--- src/rtl/muldiv_unit.sv ---
// Iterative 32-bit multiply/divide unit: shift-add multiply, restoring divide,
// one step per cycle for 32 cycles, with registered results and {N,Z} flags.
module muldiv_unit (
    input  logic        clk,
    input  logic        reset,
    input  logic        Start,
    input  logic [2:0]  ALUControl,
    input  logic [31:0] SrcA,
    input  logic [31:0] SrcB,
    output logic        Busy,
    output logic        Done,
    output logic [31:0] Result,
    output logic [31:0] ResultHi,
    output logic [1:0]  ALUFlags
);

    typedef enum logic [1:0] {IDLE, RUN, DONE} state_t;
    typedef enum logic [1:0] {
        OP_DIV  = 2'b00,
        OP_UMUL = 2'b01,
        OP_SMUL = 2'b10,
        OP_MUL  = 2'b11
    } op_t;

    state_t      state;
    op_t         op;
    logic [4:0]  count;
    logic        negate;
    logic [31:0] operand;
    logic [31:0] acc_hi;
    logic [31:0] acc_lo;

    logic        start_smul;
    logic [31:0] abs_a;
    logic [31:0] abs_b;
    logic [32:0] sum;
    logic [32:0] shifted;
    logic [31:0] diff;
    logic        borrow;
    logic [31:0] next_hi;
    logic [31:0] next_lo;
    logic [63:0] prod;
    logic [63:0] sprod;
    logic [31:0] fin_lo;
    logic [31:0] fin_hi;
    logic [1:0]  fin_flags;

    // Operand conditioning at the accepting edge: SMUL works on magnitudes.
    always_comb begin
        start_smul = (ALUControl[1:0] == OP_SMUL);
        abs_a      = (start_smul && SrcA[31]) ? -SrcA : SrcA;
        abs_b      = (start_smul && SrcB[31]) ? -SrcB : SrcB;
    end

    // One iteration step. Multiply keeps {acc_hi,acc_lo} as the partial
    // product with the multiplier shifting out of acc_lo; divide keeps the
    // remainder in acc_hi and shifts the dividend/quotient through acc_lo.
    always_comb begin
        sum     = {1'b0, acc_hi} + (acc_lo[0] ? {1'b0, operand} : 33'd0);
        shifted = {acc_hi, acc_lo[31]};
        borrow  = (shifted < {1'b0, operand});
        diff    = shifted[31:0] - operand;
        if (op == OP_DIV) begin
            next_hi = borrow ? shifted[31:0] : diff;
            next_lo = {acc_lo[30:0], ~borrow};
        end else begin
            next_hi = sum[32:1];
            next_lo = {sum[0], acc_lo[31:1]};
        end
    end

    // Final result selection from the last step, applied at the edge that enters DONE.
    always_comb begin
        prod  = {next_hi, next_lo};
        sprod = negate ? -prod : prod;
        fin_lo    = next_lo;
        fin_hi    = next_hi;
        fin_flags = 2'b00;
        case (op)
            OP_MUL: begin
                fin_lo    = prod[31:0];
                fin_hi    = 32'd0;
                fin_flags = {prod[31], (prod[31:0] == 32'd0)};
            end
            OP_SMUL: begin
                fin_lo    = sprod[31:0];
                fin_hi    = sprod[63:32];
                fin_flags = {sprod[63], (sprod == 64'd0)};
            end
            OP_UMUL: begin
                fin_lo    = prod[31:0];
                fin_hi    = prod[63:32];
                fin_flags = {prod[63], (prod == 64'd0)};
            end
            default: begin
                fin_lo    = next_lo;
                fin_hi    = next_hi;
                fin_flags = {next_lo[31], (next_lo == 32'd0)};
            end
        endcase
    end

    // Control FSM and datapath registers; Start is only honoured in IDLE.
    always_ff @(posedge clk or posedge reset) begin
        if (reset) begin
            state    <= IDLE;
            op       <= OP_DIV;
            count    <= 5'd0;
            negate   <= 1'b0;
            operand  <= 32'd0;
            acc_hi   <= 32'd0;
            acc_lo   <= 32'd0;
            Busy     <= 1'b0;
            Done     <= 1'b0;
            Result   <= 32'd0;
            ResultHi <= 32'd0;
            ALUFlags <= 2'b00;
        end else begin
            case (state)
                IDLE: begin
                    if (Start && ALUControl[2]) begin
                        state  <= RUN;
                        Busy   <= 1'b1;
                        count  <= 5'd31;
                        op     <= op_t'(ALUControl[1:0]);
                        negate <= start_smul && (SrcA[31] ^ SrcB[31]);
                        acc_hi <= 32'd0;
                        if (ALUControl[1:0] == OP_DIV) begin
                            operand <= SrcB;
                            acc_lo  <= SrcA;
                        end else begin
                            operand <= abs_a;
                            acc_lo  <= abs_b;
                        end
                    end
                end
                RUN: begin
                    acc_hi <= next_hi;
                    acc_lo <= next_lo;
                    if (count == 5'd0) begin
                        state    <= DONE;
                        Busy     <= 1'b0;
                        Done     <= 1'b1;
                        Result   <= fin_lo;
                        ResultHi <= fin_hi;
                        ALUFlags <= fin_flags;
                    end else begin
                        count <= count - 5'd1;
                    end
                end
                DONE: begin
                    state <= IDLE;
                    Done  <= 1'b0;
                end
                default: begin
                    state <= IDLE;
                    Busy  <= 1'b0;
                    Done  <= 1'b0;
                end
            endcase
        end
    end

endmodule

--- config.mk ---
export PLATFORM = sky130hd
export DESIGN_NAME = muldiv_unit
export DESIGN_NICKNAME = d
export VERILOG_FILES = /design/src/rtl/muldiv_unit.sv
export SDC_FILE = /design/constraint.sdc
export NUM_CORES = 1
export LEC_CHECK = 0
export BUFFER_PORTS_ARGS = -buffer_cell sky130_fd_sc_hd__buf_2
export CAP_MARGIN = 40
export CORE_MARGIN = 10
export CORE_UTILIZATION = 56
export DETAILED_ROUTE_END_ITERATION = 12
export PLACE_DENSITY = 0.85
export SLEW_MARGIN = 20
export SYNTH_ARGS = -nofsm -noshare
export SYNTH_HDL_FRONTEND = slang
export SYNTH_SLANG_ARGS = --single-unit
--- constraint.sdc ---
create_clock -name clk -period 7.6 [get_ports clk]
set_clock_uncertainty 0.15 [all_clocks]
set_input_delay 1.14 -clock clk [delete_from_list [all_inputs] [get_ports clk]]
set_output_delay 1.14 -clock clk [all_outputs]
set_load 0.01 [all_outputs]
==> flow_metrics.env <==
export IMPL_port_buffer_count=137
export IMPL_die_area_mm2=0.03693
export IMPL_post_drt_wl_per_cell_um=22.99
export IMPL_total_congestion_overflow_after_global_routing=0
export IMPL_achievable_frequency_ghz=0.1423
export IMPL_yosys_warnings=0
export IMPL_period_share=0.9244
export IMPL_ir_worst_vdd_v=0.0004063
export IMPL_final_period_minus_worst_setup_slack_ns=7.026
export IMPL_synth_ff_type="sky130_fd_sc_hd__dfrtp_1"
export IMPL_cts_inserted_buffers=17
export IMPL_synthesis_nets=2296
export IMPL_pwr_density_cell_mw_per_mm2=527.6
export IMPL_syn_area_mm2=0.01660
export IMPL_row_count=62
export IMPL_vias_in_the_first_global_route=16373
export IMPL_clkLatencyLatePin_ns=0.45
export IMPL_floorplan_initialDensity=0.5721
export IMPL_cts_tree="built"
export IMPL_distinct_cells_synth=103
export IMPL_worstSetupPathType="reg2reg"
export IMPL_min_delay_path_class="reg2reg"
export IMPL_final_nets=2378
export IMPL_grt_setup_unrepaired="no"
export IMPL_gp_congestion=1.019
export IMPL_synth_seq_cells=174
export IMPL_drive_above_1_share=0.1269
export IMPL_n_antenna_cell=0
export IMPL_synth_edff_count=0
export IMPL_totalWireLength_mm=60.47
export IMPL_synth_async_sr_flop_share=1.000
export IMPL_ios=138
export IMPL_hpwlAfterDp_mm=46.53
export IMPL_clock_sinks=174
export IMPL_clock_tree_root_cell="sky130_fd_sc_hd__clkbuf_16"
export IMPL_vias_per_cell=6.576
export IMPL_setup_tns_final_ns=0
export IMPL_drcViolationCount=0
export IMPL_initialDrtViolationCount=2180
export IMPL_htree_levels=4
export IMPL_worst_slew_margin_rel=0.4059
export IMPL_worstPathRequired_ns=7.80
export IMPL_grt_pass1_wl_mm=93.76
export IMPL_p_leak_uw=0.007712
export IMPL_grt_antenna_before_repair=0
export IMPL_timing_max_transition_violations_final=0
export IMPL_finalHoldViolCount=0
export IMPL_largest_driver_fanout_on_the_critical_path=12
export IMPL_postSynthAreaPerCell_um2=7.717
export IMPL_die_width_um=192.2
export IMPL_die_height_um=192.2
export IMPL_max_cap_violations=0
export IMPL_clkTransAtPathRegs_ns=0.08
export IMPL_sequential_area_share_after_synthesis=0.2623
export IMPL_core_region_area_mm2=0.02901
export IMPL_critPathCaptureType="register"
export IMPL_worstSetupStartpointType="register"
export IMPL_postLayoutCellArea_mm2=0.01821
export IMPL_worst_slew_pin_transition_ns=0.8911
export IMPL_timing_hold_ws_ns=0.3271
export IMPL_cp_arrival_ns=7.22
export IMPL_final_setup_viol_count=0
export IMPL_area_delta_synth_final_pct=9.716
export IMPL_vias=17295
export IMPL_pin_count_of_the_biggest_net_entering_global_routing=85
export IMPL_cts_max_path_buffers=2
export IMPL_firstDrtPassIters=6
export IMPL_postRouteAntennaNets=0
export IMPL_cts_post_setup_buffers_inserted=0
export IMPL_synthesized_instance_count=2151
export IMPL_globalRouteTotalUtil=0.3205
export IMPL_dpl_instance_area_mm2=0.01763
export IMPL_run_status="completed"
synth_stat cells (all sizes together) (11+ instances only):
cell,count,share of area
a211oi,12,0.0054
a21o,22,0.010
a21oi,207,0.063
a221oi,18,0.0099
a22o,16,0.0084
a22oi,14,0.0063
a31oi,23,0.0087
and2,47,0.018
and3,13,0.0049
buf,31,0.014
clkbuf,90,0.021
dfrtp,174,0.26
ha,73,0.055
inv,74,0.017
mux2,12,0.0084
mux2i,50,0.030
nand2,270,0.062
nand2b,18,0.0072
nand3,37,0.012
nand4,21,0.0096
nor2,202,0.046
nor2b,15,0.0057
nor3,54,0.016
nor3b,15,0.0071
nor4,25,0.011
o2111ai,12,0.0063
o211ai,17,0.0080
o21a,18,0.0082
o21ai,208,0.063
o221ai,30,0.016
o31ai,27,0.013
or3,21,0.0081
or4,11,0.0054
xnor2,99,0.052
xor2,66,0.035
layout make-up:
cell class,instances,area [µm²]
flip-flops and latches,174,4354
well taps,384,480.5
repair buffers,184,1091
clock buffers,18,429.2
multi-input cells,1780,11420
inverters,76,290.3
clock inverters,14,143.9
fillers,2619,10800
repair_timing:
action / in CTS / in global routing
setup endpoints to repair: 0 / 1
hold buffers: 0 / 0
gates resized for setup: 0 / 1
where the power goes:
group	leakage [µW]	switching (µW)	internal (µW)
clock	0.000280	460	440
combinational	0.00538	4570	2500
sequential	0.00206	374	1260
placed cells by master (no fill, tap or decap), types with 21 or more instances in the layout:
cell type / n
sky130_fd_sc_hd__mux2i_1: 50
sky130_fd_sc_hd__o21ai_0: 198
sky130_fd_sc_hd__xor2_1: 66
sky130_fd_sc_hd__o31ai_1: 26
sky130_fd_sc_hd__o221ai_1: 30
sky130_fd_sc_hd__ha_1: 72
sky130_fd_sc_hd__nor4_1: 21
sky130_fd_sc_hd__inv_1: 73
sky130_fd_sc_hd__xnor2_1: 99
sky130_fd_sc_hd__buf_2: 140
sky130_fd_sc_hd__nand3_1: 35
sky130_fd_sc_hd__dfrtp_1: 174
sky130_fd_sc_hd__a21o_1: 22
sky130_fd_sc_hd__buf_4: 41
sky130_fd_sc_hd__nand2_1: 268
sky130_fd_sc_hd__a31oi_1: 23
sky130_fd_sc_hd__a21oi_1: 203
sky130_fd_sc_hd__and2_1: 45
sky130_fd_sc_hd__nor3_1: 54
sky130_fd_sc_hd__nor2_1: 199
registers in the layout (all words and copies together), names as in the netlist:
name / cells
state: 2
negate: 1
op: 2
Busy: 1
Result: 32
acc_hi: 32
ResultHi: 32
acc_lo: 32
count: 5
operand: 32
Done: 1
ALUFlags: 2
kinds of logic (layout without fill, tap and decap cells):
| logic type | count (synthesis) | count (layout) | synth area share |
|---|---|---|---|
| AOI/OAI and AO/OA | 702 | 702 | 0.2760 |
| xor gates and xnor gates | 165 | 165 | 0.08706 |
| adders and majority gates | 75 | 75 | 0.05744 |
| buffers and inverters | 197 | 292 | 0.05246 |
| DFF | 174 | 174 | 0.2623 |
| muxes | 62 | 62 | 0.03852 |
| and+or+nand+nor | 776 | 776 | 0.2262 |
path summary, 6_finish.rpt:
check,slack [ns],start,cells after the start,to
hold / removal,0.33,Result[8],2,Result[8]
hold reg to reg,0.33,Result[8],2,Result[8]
setup reg to reg,0.57,operand[20],23,ALUFlags[0]
max in group asynchronous,5.79,reset,4,acc_lo[12]
min in group asynchronous,0.53,reset,2,ResultHi[24]
setup / recovery,0.57,operand[20],23,ALUFlags[0]
layer usage:
layer  vias to the layer above  GRT usage  wire [µm]
met2                       943     0.5026      27280
li1                       7979          -          -
met3                       172    0.05622       5428
met1                      8201     0.4127      24480
met5                         -          0          0
met4                         0     0.1714       3284
per-stage QoR:
| stage | instances | worst slack [ns] | util | total power [µW] |
|---|---|---|---|---|
| 2_1_floorplan | 2151 | 0.5657 | - | 6418 |
| 3_3_place_gp | 2591 | 0.9109 | 0.6041 | 8324 |
| 3_5_place_dp | 2597 | 0.7079 | 0.6076 | 8446 |
| 4_1_cts | 2629 | 0.6515 | 0.6273 | 9369 |
| 5_1_grt | 2630 | 0.08132 | 0.6277 | 10150 |
| 6_report | 2630 | 0.5742 | 0.6277 | 9608 |
worst max-delay path, cell delays in order (launching register included):
cell	delay [ns]
sky130_fd_sc_hd__dfrtp_1	0.38
sky130_fd_sc_hd__inv_1	0.06
sky130_fd_sc_hd__ha_1	0.37
sky130_fd_sc_hd__a21oi_1	0.24
sky130_fd_sc_hd__o21ai_1	0.15
sky130_fd_sc_hd__a211oi_1	0.48
sky130_fd_sc_hd__o21ai_1	0.14
sky130_fd_sc_hd__buf_4	0.22
sky130_fd_sc_hd__o21ai_1	0.18
sky130_fd_sc_hd__a21boi_0	0.27
sky130_fd_sc_hd__ha_1	0.29
sky130_fd_sc_hd__nor3b_1	0.39
sky130_fd_sc_hd__o21a_2	0.29
sky130_fd_sc_hd__nand4_4	0.15
sky130_fd_sc_hd__or4_4	0.60
sky130_fd_sc_hd__o311ai_4	0.32
sky130_fd_sc_hd__nand4_2	0.20
sky130_fd_sc_hd__nand2b_4	0.21
sky130_fd_sc_hd__or4_1	0.46
sky130_fd_sc_hd__nand3_1	0.09
sky130_fd_sc_hd__o2111ai_1	0.09
sky130_fd_sc_hd__or4_1	0.41
sky130_fd_sc_hd__or4_1	0.54
sky130_fd_sc_hd__o41ai_2	0.23
Power figures use the tool's default switching activity.
